$ cat src/rtl/axis_video_frame_gen_pkg.sv
// Shared AXI4-Stream types plus the video generator's pattern and state enums.
package axis_pkg;

    // Output stream shape: n = tdata bytes, user_w = tuser bits.
    typedef struct packed {
        logic [7:0] n;
        logic [7:0] user_w;
    } axis_cfg_t;

    localparam axis_cfg_t AXIS_DEFAULT_CFG = '{n: 8'd2, user_w: 8'd1};

    typedef enum logic [1:0] {
        DIAG  = 2'd0,
        XRAMP = 2'd1,
        YRAMP = 2'd2,
        SOLID = 2'd3
    } video_pattern_t;

    typedef enum logic [1:0] {
        IDLE = 2'd0,
        RUN  = 2'd1,
        DONE = 2'd2
    } vid_gen_state_t;

endpackage

$ cat src/rtl/axis_if.sv
// Minimal AXI4-Stream bundle; a beat transfers on a clock edge where tvalid && tready,
// and a master holding tvalid must keep tdata/tkeep/tlast/tuser stable until then.
interface axis_if #(
    parameter int N      = 2,
    parameter int USER_W = 1
) ();
    logic              tvalid;
    logic              tready;
    logic [N*8-1:0]    tdata;
    logic [N-1:0]      tkeep;
    logic              tlast;
    logic [USER_W-1:0] tuser;

    modport master (output tvalid, output tdata, output tkeep, output tlast, output tuser,
                    input tready);
    modport slave  (input tvalid, input tdata, input tkeep, input tlast, input tuser,
                    output tready);
endinterface

$ cat src/rtl/axis_video_frame_gen_lanes.sv
// Combinational pixel generator: PPC lanes starting at pixel x of line y.
module video_pattern_lanes
    import axis_pkg::*;
#(
    parameter int PPC = 2,
    parameter int BPP = 8,
    parameter int AW  = 16
) (
    input  logic [AW-1:0]      x_i,
    input  logic [AW-1:0]      y_i,
    input  logic [AW-1:0]      frame_idx_i,
    input  video_pattern_t     mode_i,
    input  logic [BPP-1:0]     solid_pixel_i,
    output logic [PPC*BPP-1:0] data_o
);

    // Arithmetic is done in BPP bits on zero-extended/truncated operands, which
    // yields the true sum modulo 2^BPP whatever the relation of BPP and AW.
    always_comb begin
        data_o = '0;
        for (int k = 0; k < PPC; k++) begin
            case (mode_i)
                DIAG:    data_o[k*BPP +: BPP] = BPP'(x_i) + BPP'(k) + BPP'(y_i) + BPP'(frame_idx_i);
                XRAMP:   data_o[k*BPP +: BPP] = BPP'(x_i) + BPP'(k);
                YRAMP:   data_o[k*BPP +: BPP] = BPP'(y_i);
                default: data_o[k*BPP +: BPP] = solid_pixel_i;
            endcase
        end
    end

endmodule

$ cat src/rtl/axis_video_frame_gen.sv
// AXI4-Stream video test-pattern source: whole frames, PPC pixels per beat.
// The beat register is loaded only on start or handshake, so content is stable
// under backpressure; tvalid is decoded from state so reset drops it at once.
module axis_video_frame_gen
    import axis_pkg::*;
#(
    parameter axis_cfg_t CONFIG = AXIS_DEFAULT_CFG,
    parameter int        PPC    = 2,
    parameter int        BPP    = 8,
    parameter int        AW     = 16
) (
    input  logic           aclk,
    input  logic           areset,
    input  logic           start,
    input  logic           stop,
    input  logic [AW-1:0]  frame_width,
    input  logic [AW-1:0]  frame_height,
    input  logic [AW-1:0]  num_frames,
    input  logic [1:0]     mode,
    input  logic [BPP-1:0] solid_pixel,
    output logic           busy,
    output logic           done,
    output logic           cfg_err,
    output logic [AW-1:0]  frames_sent,
    axis_if.master         axis_out
);

    localparam int            DW     = int'(CONFIG.n) * 8;
    localparam int            UW     = int'(CONFIG.user_w);
    localparam logic [AW-1:0] PPC_AW = AW'(PPC);

    vid_gen_state_t     state_q, state_d;
    logic [AW-1:0]      width_q, width_d, height_q, height_d, nframes_q, nframes_d;
    video_pattern_t     mode_q, mode_d;
    logic [BPP-1:0]     solid_q, solid_d;
    logic [AW-1:0]      x_q, x_d, y_q, y_d, fidx_q, fidx_d, fsent_q, fsent_d;
    logic               stop_seen_q, stop_seen_d;
    logic [PPC*BPP-1:0] beat_q, beat_d, pat_data;
    logic               sof_q, sof_d, last_q, last_d;
    logic               cfg_err_q, cfg_err_d;

    logic cfg_ok, start_acc, hs, line_end, frame_end, last_frame, exit_run;

    assign cfg_ok     = (frame_width != '0) && (frame_height != '0) && ((frame_width % PPC_AW) == '0);
    assign start_acc  = (state_q == IDLE) && start && cfg_ok;
    assign hs         = (state_q == RUN) && axis_out.tready;
    assign line_end   = (x_q == width_q - PPC_AW);
    assign frame_end  = line_end && (y_q == height_q - AW'(1));
    assign last_frame = (nframes_q != '0) && ((fidx_q + AW'(1)) == nframes_q);
    assign exit_run   = hs && frame_end && (stop_seen_q || stop || last_frame);

    // State register.
    always_ff @(posedge aclk or posedge areset) begin
        if (areset) state_q <= IDLE;
        else        state_q <= state_d;
    end

    // Next-state logic.
    always_comb begin
        state_d = state_q;
        case (state_q)
            IDLE:    if (start_acc) state_d = RUN;
            RUN:     if (exit_run)  state_d = DONE;
            DONE:    state_d = IDLE;
            default: state_d = IDLE;
        endcase
    end

    // State-decoded outputs.
    always_comb begin
        axis_out.tvalid = (state_q == RUN);
        busy            = (state_q == RUN);
        done            = (state_q == DONE);
    end

    // Config latch, coordinate/frame counters and next beat contents.
    always_comb begin
        width_d     = width_q;
        height_d    = height_q;
        nframes_d   = nframes_q;
        mode_d      = mode_q;
        solid_d     = solid_q;
        x_d         = x_q;
        y_d         = y_q;
        fidx_d      = fidx_q;
        fsent_d     = fsent_q;
        stop_seen_d = stop_seen_q || ((state_q == RUN) && stop);
        cfg_err_d   = (state_q == IDLE) && start && !cfg_ok;
        if (start_acc) begin
            width_d     = frame_width;
            height_d    = frame_height;
            nframes_d   = num_frames;
            mode_d      = video_pattern_t'(mode);
            solid_d     = solid_pixel;
            x_d         = '0;
            y_d         = '0;
            fidx_d      = '0;
            fsent_d     = '0;
            stop_seen_d = 1'b0;
        end else if (hs) begin
            if (!line_end) begin
                x_d = x_q + PPC_AW;
            end else begin
                x_d = '0;
                if (!frame_end) begin
                    y_d = y_q + AW'(1);
                end else begin
                    y_d         = '0;
                    fidx_d      = fidx_q + AW'(1);
                    fsent_d     = fsent_q + AW'(1);
                    stop_seen_d = 1'b0;
                end
            end
        end
        beat_d = (start_acc || hs) ? pat_data : beat_q;
        sof_d  = (start_acc || hs) ? ((x_d == '0) && (y_d == '0)) : sof_q;
        last_d = (start_acc || hs) ? (x_d == width_d - PPC_AW) : last_q;
    end

    video_pattern_lanes #(.PPC(PPC), .BPP(BPP), .AW(AW)) u_lanes (
        .x_i           (x_d),
        .y_i           (y_d),
        .frame_idx_i   (fidx_d),
        .mode_i        (mode_d),
        .solid_pixel_i (solid_d),
        .data_o        (pat_data)
    );

    // Datapath registers; reset abandons any in-flight frame.
    always_ff @(posedge aclk or posedge areset) begin
        if (areset) begin
            width_q     <= '0;
            height_q    <= '0;
            nframes_q   <= '0;
            mode_q      <= DIAG;
            solid_q     <= '0;
            x_q         <= '0;
            y_q         <= '0;
            fidx_q      <= '0;
            fsent_q     <= '0;
            stop_seen_q <= 1'b0;
            beat_q      <= '0;
            sof_q       <= 1'b0;
            last_q      <= 1'b0;
            cfg_err_q   <= 1'b0;
        end else begin
            width_q     <= width_d;
            height_q    <= height_d;
            nframes_q   <= nframes_d;
            mode_q      <= mode_d;
            solid_q     <= solid_d;
            x_q         <= x_d;
            y_q         <= y_d;
            fidx_q      <= fidx_d;
            fsent_q     <= fsent_d;
            stop_seen_q <= stop_seen_d;
            beat_q      <= beat_d;
            sof_q       <= sof_d;
            last_q      <= last_d;
            cfg_err_q   <= cfg_err_d;
        end
    end

    assign cfg_err         = cfg_err_q;
    assign frames_sent     = fsent_q;
    assign axis_out.tdata  = DW'(beat_q);
    assign axis_out.tkeep  = '1;
    assign axis_out.tlast  = last_q;
    assign axis_out.tuser  = UW'(sof_q);

endmodule

$ cat src/flat_wrapper.sv
// flat-port wrapper written by rule: the top's interface ports become plain ports
module axis_video_frame_gen_flat import axis_pkg::*;
#(
    parameter axis_cfg_t CONFIG = AXIS_DEFAULT_CFG,
    parameter int        PPC    = 2,
    parameter int        BPP    = 8,
    parameter int        AW     = 16
)
  (aclk, areset, start, stop, frame_width, frame_height, num_frames, mode, solid_pixel, busy, done, cfg_err, frames_sent, axis_out_tvalid, axis_out_tdata, axis_out_tkeep, axis_out_tlast, axis_out_tuser, axis_out_tready);
  axis_if #(.N(2), .USER_W(1)) axis_out_i ();
  input  logic aclk;
  input  logic areset;
  input  logic start;
  input  logic stop;
  input  logic [AW-1:0] frame_width;
  input  logic [AW-1:0] frame_height;
  input  logic [AW-1:0] num_frames;
  input  logic [1:0] mode;
  input  logic [BPP-1:0] solid_pixel;
  output logic busy;
  output logic done;
  output logic cfg_err;
  output logic [AW-1:0] frames_sent;
  output wire logic [$bits(axis_out_i.tvalid)-1:0] axis_out_tvalid;
  output wire logic [$bits(axis_out_i.tdata)-1:0] axis_out_tdata;
  output wire logic [$bits(axis_out_i.tkeep)-1:0] axis_out_tkeep;
  output wire logic [$bits(axis_out_i.tlast)-1:0] axis_out_tlast;
  output wire logic [$bits(axis_out_i.tuser)-1:0] axis_out_tuser;
  input wire logic [$bits(axis_out_i.tready)-1:0] axis_out_tready;
  assign axis_out_tvalid = axis_out_i.tvalid;
  assign axis_out_tdata = axis_out_i.tdata;
  assign axis_out_tkeep = axis_out_i.tkeep;
  assign axis_out_tlast = axis_out_i.tlast;
  assign axis_out_tuser = axis_out_i.tuser;
  assign axis_out_i.tready = axis_out_tready;
  axis_video_frame_gen #(.CONFIG(CONFIG), .PPC(PPC), .BPP(BPP), .AW(AW)) u_core (.aclk(aclk), .areset(areset), .start(start), .stop(stop), .frame_width(frame_width), .frame_height(frame_height), .num_frames(num_frames), .mode(mode), .solid_pixel(solid_pixel), .busy(busy), .done(done), .cfg_err(cfg_err), .frames_sent(frames_sent), .axis_out(axis_out_i));
endmodule
$ cat config.mk
export PLATFORM = sky130hd
export DESIGN_NAME = axis_video_frame_gen_flat
export DESIGN_NICKNAME = d
export VERILOG_FILES = /design/src/rtl/axis_video_frame_gen_pkg.sv /design/src/rtl/axis_if.sv /design/src/rtl/axis_video_frame_gen_lanes.sv /design/src/rtl/axis_video_frame_gen.sv /design/src/flat_wrapper.sv
export SDC_FILE = /design/constraint.sdc
export NUM_CORES = 1
export LEC_CHECK = 0
export CAP_MARGIN = 20
export CORE_ASPECT_RATIO = 0.9
export CORE_MARGIN = 1
export CORE_UTILIZATION = 55
export DETAILED_ROUTE_END_ITERATION = 6
export DONT_BUFFER_PORTS = 1
export GPL_TIMING_DRIVEN = 0
export PLACE_DENSITY = 0.81
export SLEW_MARGIN = 40
export SYNTH_ARGS = -nofsm -noshare
export SYNTH_HDL_FRONTEND = slang
export SYNTH_SLANG_ARGS = --single-unit
$ cat constraint.sdc
create_clock -name aclk -period 6.9 [get_ports aclk]
set_input_delay 0.69 -clock aclk [delete_from_list [all_inputs] [get_ports aclk]]
set_output_delay 0.69 -clock aclk [all_outputs]
set_load 0.02 [all_outputs]
; ---- Word level (Yosys, flattened, before mapping)
; Cells that the tools add are included.
[word_totals]
input_bits = 63
out_inout_bits = 40
regBits = 144
elab_cells = 95
[classes]
addsub = 12
reduce_logical = 30
n_mux = 27
n_eq_ne = 10
[op_table]
columns = op, n
row1 = two-way mux 16 bit, 16
row2 = == test 16 bit, 4
row3 = "adder 16 x 1 -> 16 bit, second input constant", 3
row4 = logical NOT 16 bit, 3
row5 = case mux 8 bit (3 select lines), 2
row6 = nonzero test 16 bit, 3
row7 = adder 8 bit, 4
row8 = "subtractor 16 x 2 -> 16 bit, second input constant", 2
row9 = "adder 16 x 2 -> 16 bit, second input constant", 1
row10 = "subtractor 16 x 1 -> 16 bit, second input constant", 1
row11 = logical AND 1 bit, 12
row12 = "adder 8 x 1 -> 8 bit, second input constant", 1
row13 = two-way mux 8 bit, 1
row14 = two-way mux 2 bit, 3
row15 = nonzero test 2 bit, 3
row16 = "== test 2 x 1 -> 1 bit, second input constant", 2
row17 = "== test 2 bit, second input constant", 2
row18 = logical NOT 2 bit, 2
row19 = logical OR 1 bit, 4
row20 = two-way mux 1 bit, 4
row21 = "!= test 2 x 1 -> 1 bit, second input constant", 2
row22 = case mux 2 bit (2 select lines), 1
row23 = AND reduction 3 bit, 1
row24 = AND reduction 2 bit, 1
row25 = logical NOT 1 bit, 1

; ---- Logic depth before layout (Yosys ltp)
; Gate-level depths: netlist of run 1.
[logic_depth]
depth_word = 10
depth_mapped = 28
depth_no_buf = 25

; ---- Cells and area by module
; Synthesis of run 1 repeated with hierarchy kept, for this count alone.
[hier_totals]
hier_cells = 1252
area_unflattened_um2 = 10362.4
[by_module_without_submodules]
columns = mod, area_per_inst_um2, seq_area_each_um2, cells_per_inst, n_inst
row1 = axis_video_frame_gen, 8996.1, 3603.5, 1084, 1
row2 = video_pattern_lanes, 1366.3, 0.0, 168, 1

; ---- Least setup slack after synthesis of run 1
; OpenSTA, ideal clock, no wires.
[synth_path]
kind = input -> register
start = in frame_width[3]
end = reg u_core.beat_q[15], in the netlist u_core.axis_out.tdata[15]
setup_ns = 0.080
path_buffers = 7
t_required_ns = 6.820
cell_stages = 24
arrival_ns = 5.726
slack_ns = 1.094
cell_sequence = or4_1 nor4bb_1 a211oi_1 clkbuf_1 clkbuf_1 clkbuf_1 clkbuf_1 clkbuf_1 clkbuf_1 clkbuf_1 a21oi_1 fa_1 ha_1 inv_1 fa_1 nor2b_1 o21ai_0 nand2b_1 a21o_1 a21oi_1 xnor2_1 xnor2_1 and3_2 nor3_2
[synth_via]
word_cells_on_any_way = 17
classes_between = 3 x add/sub / 2 x eq/ne / 6 x mux / 6 x reduce/logical
[synth_rtl]
columns = item, line
row1 = from (decl), flat_wrapper.sv:15  ; input logic [AW-1:0] frame_width;
row2 = nonzero test 16 bit, axis_video_frame_gen.sv:44  ; assign cfg_ok = (frame_width != '0) && (frame_height != '0) && ((frame_width % PPC_AW) == '0);
row3 = logical AND 1 bit (2 in a row), axis_video_frame_gen.sv:44
row4 = logical AND 1 bit, axis_video_frame_gen.sv:45  ; assign start_acc = (state_q == IDLE) && start && cfg_ok;
row5 = two-way mux 16 bit, axis_video_frame_gen.sv:89  ; if (start_acc) begin
row6 = named net u_core.fidx_d[1], axis_video_frame_gen.sv:36  ; logic [AW-1:0] x_q, x_d, y_q, y_d, fidx_q, fidx_d, fsent_q, fsent_d;
row7 = adder 8 bit, axis_video_frame_gen_lanes.sv:23  ; DIAG: data_o[k*BPP +: BPP] = BPP'(x_i) + BPP'(k) + BPP'(y_i) + BPP'(frame_idx_i);
row8 = case mux 8 bit (3 select lines), axis_video_frame_gen_lanes.sv:22  ; case (mode_i)
row9 = to (signal assigned), axis_video_frame_gen.sv:157  ; beat_q <= beat_d;
row10 = to (decl), axis_video_frame_gen.sv:38  ; logic [PPC*BPP-1:0] beat_q, beat_d, pat_data;
; The timed path passes the listed nets, and every way through them passes these cells.
; A chain may end at the register's enable or synchronous reset.

; ---- Final worst setup path of run 1
[layout_path]
start = reg u_core.width_q[1]
end = reg u_core.beat_q[15], in the netlist u_core.axis_out.tdata[15]
[layout_via]
word_cells_on_any_way = 18
classes_between = 4 x add/sub / 1 x eq/ne / 12 x mux / 1 x reduce/logical
[layout_rtl]
columns = item, line
row1 = from (decl), axis_video_frame_gen.sv:33  ; logic [AW-1:0] width_q, width_d, height_q, height_d, nframes_q, nframes_d;
row2 = from (signal assigned), axis_video_frame_gen.sv:147  ; width_q <= width_d;
row3 = subtractor 16 x 2 -> 16 bit (*), axis_video_frame_gen.sv:47  ; assign line_end = (x_q == width_q - PPC_AW);
row4 = == test 16 bit (*), axis_video_frame_gen.sv:47
row5 = two-way mux 16 bit (*), axis_video_frame_gen.sv:101  ; if (!line_end) begin
row6 = two-way mux 16 bit (*), axis_video_frame_gen.sv:100  ; end else if (hs) begin
row7 = two-way mux 16 bit (*), axis_video_frame_gen.sv:89
row8 = named net u_core.u_lanes.x_i[1], axis_video_frame_gen_lanes.sv:9  ; input logic [AW-1:0] x_i,
row9 = adder 8 x 1 -> 8 bit (*), "axis_video_frame_gen_lanes.sv:23, axis_video_frame_gen_lanes.sv:24"
row10 = adder 8 bit (2 in a row), axis_video_frame_gen_lanes.sv:23
row11 = case mux 8 bit (3 select lines) (*), axis_video_frame_gen_lanes.sv:22
; Mark *: on every way through the listed nets, which the timed path passes. The rest lies on a longest branch. The select of a mux whose other input is x is not followed.

==> results.md, run 1 <==
Outcome:
- The flow ran to the end, but the final reports show violations.
- The final reports fail on DRC.

Layout:
- Compared with the post-synthesis result, the final layout area differs by 10.1%.
- The utilization of the core after routing is 62.3%.
- The number of antenna diodes is 0.
- The most common library cell in the layout ignoring fill and taps is nand2_1.
- The layout has 1592 filler cells.
- The final layout contains 1402 nets.
- The footprint of the flip-flops and latches is 0.00360 mm².
- The library cells used most frequently in the layout, excluding fill and tap cells, are 223 x nand2_1, 144 x dfrtp_1, 99 x nor2_1.
- The share of post-route cells with drive strength above 1 is 8.06%.
- The multi-input logic area is 0.00633 mm².

STA:
- The worst hold-check slack is 0.137 ns.
- After layout, the worst path uses 95.4% of the clock period.
- Setup repair after global routing left no endpoint under its margin.
- The maximum achievable frequency is 152 MHz.
- The final hold violation count was 0.
- The count of final setup violators is 0.
- For the pin with the worst max-slew slack, the measured transition is 0.816 ns.
- The post-route clock skew is 0.00832 ns.
- The final-report max-slew violation count is 0.
- In this run the tightest slew margin relative to its limit is 45.6%.
- The clock period minus worst slack is 6.58 ns.

Pwr:
- The worst-case IR drop observed on VDD is 182 µV.
- The power per unit of standard cell area is 213 mW/mm².
- The overall power is 2.45 mW.
- Summed over all cells, the static leakage comes to 5.37 nW.

Logic synthesis:
- In this run the mean area of a mapped cell was 8.17 µm².
- Among all flip-flop cells after synthesis, the most frequent one is dfrtp_1.
- The number of instances in the synthesized netlist is 1279.
- The count of cell types in the netlist is 81.
- Counting flops with an async set or reset pin after synthesis yields a share of 100%.
- The sequential-to-total area share from yosys stat is 34.5%.
- Counting flops and latches in the post-synthesis netlist gives 144.
- The cell area after technology mapping is 0.0104 mm².
- During synthesis, Yosys emitted a total of 0 warnings.
- Yosys mapped a number of flops with a built-in enable equal to 0.

Setup path:
- The launch point of the worst reg-to-reg path is u_core.width_q[1].
- Counting cells, the worst reg-to-reg path comes to 24.
- Along the worst path, the maximum fanout reaches 10.
- The sort of element at the start of the critical path is a register.
- STA puts the critical path data arrival time at 6.94 ns.
- The endpoint type of the worst setup path is a register.
- The setup path with the least slack is of type register to register.
- At the worst endpoint, the required time is 7.26 ns.
- The worst setup path startpoint is u_core.width_q[1].

Clocking:
- The clock tree from TritonCTS is done.
- Hold repair after CTS inserted 0 buffers.
- The largest buffer count on any clock path is 2.
- In this run the number of H-tree levels came out at 4.
- In this run, CTS created clock tree buffers numbering 17.
- The clock net sink count is 144.
- Clock-pin slew was measured on the worst setup and hold paths at 0.07 ns.
- The root buffer cell is clkbuf_16.
- The clock reaches the later pin of the worst-skew pair after 0.43 ns.

Die:
- The die covers 0.0195 mm².
- The floorplan has 47 rows.
- The x dimension of the die is 147 µm.
- The placeable core region is 0.0185 mm².
- From bottom edge to top edge, the die measures 133 µm.
- The initial utilization of the core area, before any placement, comes to 56.6%.
- The I/O pin count is 103.

Global route:
- The number of global-route vias before repair was 9274.
- The initial antenna violation count came to 0.
- The overall fraction of global-route tracks in use is 32.0%.
- The wire length of the first global-routing pass is 48700 µm.
- After global routing the overflow that remains totals 0.
- The largest net degree at the start of global routing is 77.

Drt:
- The antenna violation net count after detailed routing is 0.
- For this run, the detailed router's first-pass iteration total came to 7.
- After detailed routing, the number of vias per cell comes to 6.18.
- The detailed-route DRC error count is 9.
- The via count is 9641.
- After detailed routing, the total wire length is 30700 µm.
- The number of DRC markers in iteration 0 is 1012.
- The average routed wire per standard cell is 19.6 µm.

Place:
- The detailed placer's ending HPWL is 22600 µm.
- The placer congestion estimate is 0.978.
- The port buffer count is 0.

Flow run:
- The number of max-cap violations is 0.

Hold path:
- The worst hold-check path type is input pin to asynchronous set/reset pin.
critical path: stages (launching register included):
cell and delay, ns:
dfrtp_1 0.47, inv_1 0.16, ha_1 0.23, or3b_2 0.51
or4_1 0.41, o32ai_1 0.18, a211oi_2 0.20, or3_2 0.54
nor2_2 0.43, nor3_1 0.08, a21oi_1 0.30, inv_1 0.15
ha_1 0.26, xnor2_1 0.32, fa_1 0.52, fa_1 0.47
nor2b_1 0.14, o21ai_0 0.12, nand2b_1 0.14, a21o_1 0.14
a21oi_1 0.08, xnor2_1 0.18, xnor2_1 0.10, and3_2 0.22
nor3_2 0.16
logic make-up after synthesis:
logic type / synth area share (%)
xor gates and xnor gates: 12.0
adders and majority gates: 5.58
muxes: 1.75
DFF: 34.5
AOI/OAI and AO/OA: 12.7
and+or+nand+nor: 27.9
other: 0.0359
buffers and inverters: 5.47
power breakdown:
part | leakage [nW] | internal (mW) | switching (mW)
clock | 0.306 | 0.585 | 0.397
combinational | 3.15 | 0.196 | 0.311
sequential | 1.92 | 0.889 | 0.0759
through the flow:
stage,TNS [ns],worst slack [ns],std cells,instance area [µm²]
2_1_floorplan,0,1.09,1280,10400
3_3_place_gp,-7.94,-1.05,1525,10800
3_5_place_dp,-7.67,-1.06,1526,10800
4_1_cts,0,0.0917,1557,11400
5_1_grt,0,0.00264,1560,11500
6_report,0,0.317,1560,11500
layout make-up:
class,instances,area share (%)
Sequential cell,144,31.3
Clock inverter,14,1.56
Inverter,69,2.32
Multi-Input combinational cell,993,55.1
Timing Repair Buffer,4,0.435
Clock buffer,18,3.82
Buffer,73,2.80
Tap cell,245,2.67
final timing paths:
path	endpoint	slack (ns)
setup reg to reg	u_core.axis_out.tdata[15]	0.32
setup / recovery	u_core.axis_out.tdata[15]	0.32
hold reg to reg	u_core.solid_q[0]	0.48
max in group asynchronous	u_core.width_q[13]	6.01
hold / removal	u_core.nframes_q[4]	0.14
min in group aclk	u_core.nframes_q[1]	0.35
metal layers:
layer	vias to the layer above	global-route usage (%)	wire, µm
li1	4459	-	-
met1	4589	43.4	12800
met2	512	48.2	13600
met3	81	8.41	3090
met4	0	13.9	1130
met5	-	0	0
cells in the mapped netlist (21+ instances only):
master / number / area (µm²)
nor3_1: 34 / 170
nor4_1: 23 / 144
nand3_1: 50 / 250
dfrtp_1: 144 / 3600
nor2_1: 101 / 379
and3_1: 24 / 150
nand2_1: 223 / 837
clkbuf_1: 58 / 218
nand4_1: 23 / 144
inv_1: 69 / 259
xor2_1: 52 / 455
a21oi_1: 55 / 275
ha_1: 21 / 263
xnor2_1: 91 / 797
o21ai_0: 53 / 265
registers in the layout (all words and copies together) (netlist names), 8 cells and up:
name,count
u_core.height_q,16
u_core.frames_sent,16
u_core.y_q,16
u_core.fidx_q,16
u_core.solid_q,8
u_core.x_q,16
u_core.axis_out.tdata,16
u_core.width_q,16
u_core.nframes_q,16
what timing repair did:
item / 4_1_cts / 5_1_grt
setup buffers: 0 / 3
setup endpoints to repair: 10 / 5
resized for setup: 6 / 14
pin swaps: 0 / 1
(Power assumes the default switching activity.)
==> run 2: changes to the inputs <==
- CORE_UTILIZATION: 55 -> 65
- PLACE_DENSITY: 0.81 -> 0.92
==> results.md, run 2 (synthesized netlist as in run 1, its figures left out) <==
Clocking:
- The latest clock arrival within the worst-skew pair is 0.45 ns (+0.02 ns).
- The CTS buffer count is 17 (unchanged).
- The post-CTS clock slew at the launch and capture registers of the worst setup and hold paths is 0.07 ns (about the same).
- The count of hold buffers inserted by post-cts repair came to 0 (unchanged).
- The maximum level of the CTS H-tree was 4 (unchanged).
- The root buffer cell is clkbuf_16.
- The clock tree from TritonCTS is done.
- The largest buffer count on any clock path is 2 (unchanged).
- The clock net sink count came to 144 (unchanged).

Die:
- The number of core rows is 43 (-8.5%).
- The vertical die dimension is 122 µm (-7.9%).
- The x dimension of the die is 136 µm (-7.9%).
- The overall die area was 0.0166 mm² (-15%).
- The placeable core region came to 0.0155 mm² (-16%).
- The initial core utilization is 67.2% (+11 points).
- The I/O pin count came to 103 (unchanged).

STA:
- The total negative slack for setup checks is 0 ns (unchanged).
- The maximum achievable frequency came to 149 MHz (-1.6%).
- The clock period minus worst slack is 6.69 ns (+0.110 ns).
- The post-route clock skew is 0.0143 ns (+0.00600 ns).
- The final worst-path setup slack is 0.208 ns (-0.110 ns).
- The final critical-path share of the clock period is 97.0% (+1.6 points).
- The final hold violation count is 0 (unchanged).
- Setup repair after global routing left no endpoint under its margin.
- The count of final setup violators is 0 (unchanged).
- The headroom to the max-slew limit was 42.8% (-2.8 points).
- The final-report max-slew violation count is 0 (unchanged).
- The transition time of the tightest slew-check pin is 0.851 ns (+0.0358 ns).
- The worst hold-check slack is 0.163 ns (+0.0255 ns).

Layout:
- Leaving out fill and tap cells, the most frequent cells in the layout are 223 x nand2_1, 144 x dfrtp_1, 98 x nor2_1.
- The area added between synthesis and finish is 9.57%.
- The number of antenna diodes is 0 (unchanged).
- Leaving out fill and tap cells, the most frequent cell in the layout is nand2_1.
- The utilization of the core after routing came to 73.6% (+11 points).
- The share of post-route cells with drive strength above 1 is 8.21% (+0.15 points).
- The number of fill cells in the layout is 1098 (-31%).
- The final-stage net count is 1402 (unchanged).

Global route:
- The initial antenna violation count came to 0 (unchanged).
- The largest net degree at the start of global routing is 80 (+3.9%).
- The overall fraction of global-route tracks in use is 38.0% (+6.0 points).
- The wire length of the first global-routing pass is 48100 µm (-1.3%).
- The remaining global-route overflow is 0 (unchanged).
- The number of global-route vias before repair is 9491 (+2.3%).

Pwr:
- The power per unit of standard cell area is 213 mW/mm² (-0.35%).
- The overall power is 2.43 mW (-0.79%).
- The share of total power in sequential cells came to 39.6% (+0.3 points).
- The switching part of the total is 33.0% (+1.0 points).
- The combinational fraction of design power is 20.8% (about the same).
- The standby leakage power is 5.35 nW (-0.31%).
- The reported net switching power came to 0.802 mW (+2.4%).
- The part of the power in the clock network came to 39.6% (-0.4 points).
- The cell-internal power is 1.63 mW (-2.3%).
- The worst vdd rail ir drop is 224 µV (+23%).

Drt:
- The total length of routed wires is 30900 µm (+0.96%).
- The antenna violation net count after detailed routing is 0 (unchanged).
- The number of DRC markers in iteration 0 is 1398 (+38%).
- The length of the first detailed-routing pass in iterations is 7 (unchanged).
- The average routed wire per standard cell is 20.4 µm (+3.8%).
- The mean number of vias per cell was 6.63 (+7.2%).
- The via count was 10100 (+4.3%).
- The detailed-route DRC error count is 0 (-9).

Setup path:
- The cell type of the slowest stage on the worst timing path is or4_1.
- The maximum fanout count along the critical path came to 10 (unchanged).
- The path type of the worst setup path is input pin to register.
- STA classifies the critical path startpoint as an input pin.
- The signal on the critical path passes through or4_1 -> nor4bb_2 -> a211oi_2 -> clkbuf_2 -> clkbuf_2 -> clkbuf_2 -> clkbuf_2 -> clkbuf_1 -> clkbuf_2 -> clkbuf_1 -> a21oi_2 -> fa_1 -> ha_1 -> fa_1 -> a21oi_1 -> nor2_1 -> nor2_1 -> o21bai_1 -> a21oi_1 -> xor2_1 -> nor3b_1 -> nor3_1.
- The endpoint type of the worst setup path is a register.
- The required time reported for the critical path endpoint came to 7.22 ns (-0.04 ns).
- The delay contributed by the slowest stage of the critical path is 0.61 ns (+0.07 ns).
- The cell that appears most often on the critical path is clkbuf_2.
- The data arrival time at the worst-slack endpoint is 7.01 ns (+0.07 ns).
- The register-to-register setup slack is 0.24 ns (-0.08 ns).

Place:
- The placer congestion estimate was 0.979 (about the same).
- The post-placement setup slack came to -1.07 ns (-0.00989 ns).
- The port buffer count was 0 (unchanged).
- The detailed placer's ending HPWL is 22100 µm (-1.8%).

Hold path:
- The worst hold-check path type is input pin to asynchronous set/reset pin.

Flow run:
- The number of max-cap violations is 0 (unchanged).

Outcome:
- The run finished with clean final reports.
run 2: metrics by stage:
stage	cell area, µm²	std cells
2_1_floorplan	10400	1280
6_report	11400	1517
3_5_place_dp	10700	1483
3_3_place_gp	10700	1482
5_1_grt	11400	1517
4_1_cts	11400	1515
run 2: path summary, 6_finish.rpt:
check                      cells past startpoint               from                       end
max in group asynchronous                      2             areset         u_core.width_q[9]
setup / recovery                              22     frame_width[3]  u_core.axis_out.tdata[7]
hold / removal                                 1             areset       u_core.nframes_q[6]
setup reg to reg                              22  u_core.state_q[1]  u_core.axis_out.tdata[7]
min in group aclk                              2     num_frames[11]      u_core.nframes_q[11]
hold reg to reg                                2  u_core.solid_q[1]         u_core.solid_q[1]
run 2: timing repair:
item,CTS,global route
setup endpoints to repair,11,6
buffers inserted,0,2
pin swaps,0,1
resized for setup,7,15
run 2: final cells by class:
type | instances | area [µm²] | share of cell area [%]
Inverter | 69 | 267 | 2.33
Buffer | 74 | 320 | 2.80
Clock inverter | 14 | 166 | 1.45
Timing Repair Buffer | 3 | 42.5 | 0.372
Tap cell | 202 | 253 | 2.21
Clock buffer | 18 | 429 | 3.75
Multi-Input combinational cell | 993 | 6360 | 55.6
Sequential cell | 144 | 3600 | 31.5
run 2: critical path: cells and delay by family:
| family | cells | cell delay [ns] |
|---|---|---|
| xor+xnor | 1 | 0.23 |
| simple gates | 6 | 1.68 |
| fa+ha+maj | 3 | 1.14 |
| compound gates | 5 | 0.97 |
| buf+inv | 7 | 2.27 |
run 2: routing by layer:
metal  share of wire (%)  global-route usage, %  vias up
met5                   0                      0        -
met4                 4.2                   19.0        0
met3                  13                   11.1      141
met2                  44                   57.1      721
met1                  38                   50.2     4730
li1                    -                      -     4461
run 2: power by group through the flow:
stage	Clock [mW]	Combinational [mW]	Sequential, mW
after floorplan	0	0.377	0.966
after global placement	0	0.461	0.978
after detailed placement	0	0.479	0.978
after CTS	0.962	0.490	0.963
after global routing	0.994	0.554	0.968
final	0.963	0.506	0.964
